### config.mk
export PLATFORM = sky130hd
export DESIGN_NAME = testbasic5_feeder
export DESIGN_NICKNAME = d
export VERILOG_FILES = /design/src/rtl/testbasic5_feeder_pkg.sv /design/src/rtl/testbasic5_feeder_ram.sv /design/src/rtl/testbasic5_feeder.sv
export SDC_FILE = /design/constraint.sdc
export NUM_CORES = 1
export LEC_CHECK = 0
export ABC_AREA = 1
export BUFFER_PORTS_ARGS = -buffer_cell sky130_fd_sc_hd__buf_2
export CORE_MARGIN = 5
export CORE_UTILIZATION = 40
export DETAILED_ROUTE_END_ITERATION = 16
export GPL_ROUTABILITY_DRIVEN = 1
export HOLD_SLACK_MARGIN = 0.06
export PLACE_DENSITY = 0.66
export SLEW_MARGIN = 20
export SYNTH_ARGS = -nofsm -noshare
export SYNTH_HDL_FRONTEND = slang
export SYNTH_SLANG_ARGS = --single-unit
### constraint.sdc
create_clock -name clk -period 2.9 [get_ports clk]
set_input_delay 0.29 -clock clk [delete_from_list [all_inputs] [get_ports clk]]
set_output_delay 0.29 -clock clk [all_outputs]
set_load 0.01 [all_outputs]
### src/rtl/testbasic5_feeder_pkg.sv
// ============================================================================
// Module   : testbasic5_feeder_types
// Purpose  : Shared section encoding and data width for the TestBasic5 feeder
// Revision : 1.0
// ============================================================================
`default_nettype none

package testbasic5_feeder_types;

   localparam int FEEDER_DATA_W = 32;

   typedef enum logic [1:0] {
      empty = 2'd0,
      busy  = 2'd1,
      full  = 2'd2
   } TestBasic5_Feeder_SECTIONS;

endpackage

`default_nettype wire

### src/rtl/testbasic5_feeder_ram.sv
// ============================================================================
// Module   : testbasic5_feeder_ram
// Purpose  : DEPTH x 32 storage, synchronous write, asynchronous read, no reset
// Revision : 1.0
// ============================================================================
`default_nettype none

module testbasic5_feeder_ram
   import testbasic5_feeder_types::*;
#(
   parameter int DEPTH = 4
) (
   input  logic                              clk,
   input  logic                              we,
   input  logic [$clog2(DEPTH)-1:0]          waddr,
   input  logic signed [FEEDER_DATA_W-1:0]   wdata,
   input  logic [$clog2(DEPTH)-1:0]          raddr,
   output logic signed [FEEDER_DATA_W-1:0]   rdata
);

   logic signed [FEEDER_DATA_W-1:0] r_mem [DEPTH];

   always_ff @(posedge clk) begin
      if (we) begin
         r_mem[waddr] <= wdata;
      end
   end

   assign rdata = r_mem[raddr];

endmodule

`default_nettype wire

### src/rtl/testbasic5_feeder.sv
// ============================================================================
// Module   : testbasic5_feeder
// Purpose  : DEPTH-entry circular buffer feeding TestBasic5 b_in.
//            Optional zero-cycle empty bypass: TESTBASIC5_FEEDER_BYPASS_EN
// Revision : 1.0
// ============================================================================
`default_nettype none

module testbasic5_feeder
   import testbasic5_feeder_types::*;
#(
   parameter int DEPTH = 4
) (
   input  logic                              clk,
   input  logic                              rst,
   input  logic signed [FEEDER_DATA_W-1:0]   in,
   input  logic                              in_sync,
   output logic                              in_notify,
   output logic signed [FEEDER_DATA_W-1:0]   out,
   input  logic                              out_sync,
   output logic                              out_notify,
   output logic [$clog2(DEPTH):0]            level
);

   localparam int c_ADDR_W  = $clog2(DEPTH);
   localparam int c_LEVEL_W = c_ADDR_W + 1;

   TestBasic5_Feeder_SECTIONS         r_section;
   logic [c_ADDR_W-1:0]               r_wr_ptr;
   logic [c_ADDR_W-1:0]               r_rd_ptr;
   logic [c_LEVEL_W-1:0]              r_level;
   logic signed [FEEDER_DATA_W-1:0]   r_last;

   logic                              w_push;
   logic                              w_pop;
   logic                              w_bypass;
   logic [c_LEVEL_W-1:0]              w_level_nxt;
   logic signed [FEEDER_DATA_W-1:0]   w_rd_data;

   testbasic5_feeder_ram #(
      .DEPTH (DEPTH)
   ) u_ram (
      .clk   (clk),
      .we    (w_push),
      .waddr (r_wr_ptr),
      .wdata (in),
      .raddr (r_rd_ptr),
      .rdata (w_rd_data)
   );

   assign in_notify = (r_section != full);

`ifdef TESTBASIC5_FEEDER_BYPASS_EN
   // Empty buffer with both sides ready: hand the word straight across
   assign w_bypass   = (r_section == empty) && in_sync && out_sync;
   assign out_notify = (r_section != empty) || w_bypass;
   assign out        = w_bypass ? in : ((r_section == empty) ? r_last : w_rd_data);
`else
   assign w_bypass   = 1'b0;
   assign out_notify = (r_section != empty);
   assign out        = (r_section == empty) ? r_last : w_rd_data;
`endif

   assign w_push = in_sync && in_notify && !w_bypass;
   assign w_pop  = out_sync && (r_section != empty);

   always_comb begin
      w_level_nxt = r_level;
      if (w_push && !w_pop) begin
         w_level_nxt = r_level + c_LEVEL_W'(1);
      end else if (w_pop && !w_push) begin
         w_level_nxt = r_level - c_LEVEL_W'(1);
      end
   end

   always_ff @(posedge clk or negedge rst) begin
      if (!rst) begin
         r_section <= empty;
         r_wr_ptr  <= '0;
         r_rd_ptr  <= '0;
         r_level   <= '0;
         r_last    <= '0;
      end else begin
         if (w_push) begin
            r_wr_ptr <= r_wr_ptr + c_ADDR_W'(1);
         end
         if (w_pop) begin
            r_rd_ptr <= r_rd_ptr + c_ADDR_W'(1);
            r_last   <= w_rd_data;
         end else if (w_bypass) begin
            r_last   <= in;
         end
         r_level <= w_level_nxt;
         if (w_level_nxt == '0) begin
            r_section <= empty;
         end else if (w_level_nxt == c_LEVEL_W'(DEPTH)) begin
            r_section <= full;
         end else begin
            r_section <= busy;
         end
      end
   end

   assign level = r_level;

endmodule

`default_nettype wire

==> load_flow_metrics.sql <==
INSERT INTO impl_metrics (metric_group, metric, value, unit) VALUES
('pwr', 'report.power.total', '9.015', 'mW'),
('setup_path', 'timing.setup.critical_path_class', 'flip-flop to primary output', ''),
('setup_path', 'critical_path.max_stage_delay', '520', 'ps'),
('pwr', 'cellLeakagePower', '3.032', 'nW'),
('logic_synthesis', 'ys_seq_area_share', '71.26', '%'),
('floorplanning', 'die-height', '140.7', 'µm'),
('pwr', 'clkPwrFrac', '24.1', '%'),
('drt', 'post_drt_via_cell_ratio', '5.007', ''),
('setup_path', 'end_kind', 'primary output', ''),
('cells_and_area', 'layout.filler_cells', '1497', ''),
('placement', 'dpl_hpwl', '9.113', 'mm'),
('cts', 'cts.reportedPaths.clkPinSlew', '60', 'ps'),
('pwr', 'switchingPower', '3.237', 'mW'),
('cells_and_area', 'commonest_non_fill_non_tap_cell_in_the_layout', 'edfxtp_1', ''),
('setup_path', 'r2r-start', 'r_section[0]', ''),
('cts', 'cts_htree_levels', '4', ''),
('grt', 'grtUsageTotal', '15.34', '%'),
('drt', 'wire_per_inst', '16.76', 'µm'),
('setup_path', 'worst_setup_path_start_kind', 'flip-flop', ''),
('pwr', 'power.share.switching', '35.90', '%'),
('pwr', 'peakVddDrop', '0.5865', 'mV'),
('cts', 'cts_buffer_depth', '2', ''),
('cts', 'tritoncts_buffer_count', '17', ''),
('setup_path', 'timing.critical_path.buf_inv', '2', ''),
('logic_synthesis', 'post_synth_inst_count', '555', ''),
('logic_synthesis', 'postSynthRegisterBits', '169', ''),
('floorplanning', 'chipWidth', '140.7', 'µm'),
('timing', 'relSlewSlack', '49.76', '%'),
('floorplanning', 'placement_rows', '47', ''),
('timing', 'clock_tree_skew_after_final_layout', '5.855', 'ps'),
('timing', 'timing.setup.tns', '0', 'ps'),
('cts', 'clock_sinks', '169', ''),
('logic_synthesis', 'synthesis.area_per_instance', '12.31', 'µm²'),
('placement', 'weighted_congestion_reported_at_the_end_of_routability_driven_placement', '0.7449', ''),
('logic_synthesis', 'synth.yosys.warnings', '0', ''),
('cts', 'number_of_hold_buffers_added_after_cts', '1', ''),
('setup_path', 'slowest_stage', 'buf_4', ''),
('floorplanning', 'initial_utilization', '40.92', '%'),
('setup_path', 'worstPathMaxFanout', '65', ''),
('timing', 'finalSetupViolCount', '0', ''),
('min_path', 'min_from', 'in[22]', ''),
('logic_synthesis', 'netlist_area', '6834', 'µm²'),
('setup_path', 'crit_path_start', 'r_rd_ptr[0]', ''),
('setup_path', 'cpLargestDelayFamily', 'buffers and inverters', ''),
('floorplanning', 'dieArea', '19800', 'µm²'),
('pwr', 'p_int', '5.779', 'mW'),
('cts', 'cts_tree', 'done', ''),
('grt', 'grt_pass1_wl', '23.38', 'mm'),
('logic_synthesis', 'synth_fp_nets', '597', ''),
('cts', 'clk_latency', '420', 'ps'),
('setup_path', 'worstPathArrival', '2090', 'ps'),
('logic_synthesis', 'synth_cell_types', '21', ''),
('setup_path', 'critPathRequiredTime', '2610', 'ps'),
('grt', 'antenna_found_initial', '2', ''),
('pwr', 'power_frac_comb', '36.8', '%'),
('floorplanning', 'design.portCount', '73', ''),
('placement', 'buffer_ports.inserted', '72', ''),
('timing', 'post-route-period-util', '82.17', '%'),
('cells_and_area', 'num_antenna_cells', '0', ''),
('cells_and_area', 'syn2layout_area_growth', '16.84', '%'),
('drt', 'vias', '4306', ''),
('grt', 'number_of_global_route_vias_before_repair', '4441', ''),
('grt', 'grt_start_max_net_pins', '66', ''),
('cts', 'cts.root.buffer_cell', 'clkbuf_16', ''),
('cts', 'cts.repair_timing.setup_buffer_count', '0', ''),
('run_status', 'outcome', 'complete, no violations', ''),
('timing', 'final_hold_violation_count', '0', ''),
('floorplanning', 'floorplan.core_area', '16700', 'µm²'),
('drt', 'postRouteWirelength', '14.42', 'mm'),
('min_path', 'timing.hold.worst.class', 'input pin to flip-flop', ''),
('timing', 'final_period_minus_worst_setup_slack', '2383', 'ps');
## final timing paths
path	end	slack (ps)	depth (start not counted)
worst max register to register	u_ram.r_mem[0][25]	970	5
worst min register to register	r_last[3]	490	2
worst max-delay path	out[20]	520	5
max in group asynchronous	r_last[9]	1740	3
min in group asynchronous	level[2]	440	2
worst min-delay path	u_ram.r_mem[0][22]	80	1
## state kept, by name, indices dropped and copies added, names as in the netlist
| name | count |
|---|---|
| u_ram.r_mem | 128 |
| level | 3 |
| r_wr_ptr | 2 |
| r_last | 32 |
| r_rd_ptr | 2 |
| r_section | 2 |
## cell type report
class | count | area [µm²] | share of cell area [%]
clock buffers | 23 | 467.9 | 5.860
clock inverters | 9 | 97.59 | 1.222
inverters | 19 | 71.32 | 0.8931
multi-input cells | 333 | 1727 | 21.62
flip-flops and latches | 169 | 4871 | 61.00
well taps | 220 | 275.3 | 3.447
repair buffers | 87 | 475.5 | 5.954
## cell families after synthesis
kind of cell               Yosys count  share of synthesized area [%]
buffers and inverters               53                          4.028
xor gates and xnor gates             4                         0.5127
AOI/OAI and AO/OA                  163                          13.69
and+or+nand+nor                    160                          9.411
adders and majority gates            6                          1.098
DFF                                169                          71.26
## cell usage after synthesis
| library cell | n | area, µm² |
|---|---|---|
| edfxtp_1 | 128 | 3844 |
| o21ai_1 | 86 | 430.4 |
| nand2_1 | 75 | 281.5 |
| nor2_1 | 71 | 266.5 |
| o21ai_0 | 43 | 215.2 |
| dfrtp_1 | 41 | 1026 |
| o22a_1 | 32 | 280.3 |
| clkbuf_1 | 18 | 67.56 |
| inv_1 | 17 | 63.81 |
| buf_6 | 9 | 101.4 |
| buf_2 | 7 | 35.03 |
| nand2_2 | 7 | 43.79 |
| ha_1 | 6 | 75.07 |
| nand3_1 | 3 | 15.01 |
| xor2_1 | 3 | 26.28 |
| a21oi_1 | 2 | 10.01 |
| inv_2 | 2 | 7.510 |
| nor2_4 | 2 | 22.52 |
| nand3b_1 | 1 | 7.510 |
| nor2_2 | 1 | 6.260 |
| xnor2_1 | 1 | 8.760 |
## routing by layer
layer  share of wire [%]  global-route usage [%]  routed length [µm]
met5                0.17                       0                  25
met2                  48                   25.23                6940
met4                 1.4                   4.895                 201
met1                  45                   19.56                6531
met3                 5.0                   4.673                 716
## power by group through the flow
stage / Combinational [mW] / Clock (mW) / Sequential [mW]
after global placement: 3.29 / 0 / 3.53
after CTS: 3.40 / 2.21 / 3.52
after global routing: 3.77 / 2.31 / 3.58
after floorplan: 2.34 / 0 / 3.53
after detailed placement: 3.39 / 0 / 3.57
final: 3.32 / 2.18 / 3.52
## worst register-to-register path, delay by kind of cell, from the launching register on
family                 cells  cell delay (ps)
and+or+nand+nor            3              740
buffers and inverters      2              470
DFF                        1              390
## through the flow
step | setup slack (ps) | cell area (µm²) | util, % | cells
2_1_floorplan | 447.2 | 6834 | - | 555
3_3_place_gp | 1015 | 7410 | 44.37 | 827
3_5_place_dp | 942.7 | 7410 | 44.37 | 827
4_1_cts | 492.1 | 7985 | 47.81 | 860
5_1_grt | 362.9 | 7985 | 47.81 | 860
6_report | 517.1 | 7985 | 47.81 | 860
No activity file was read; power rests on OpenSTA's default activity.
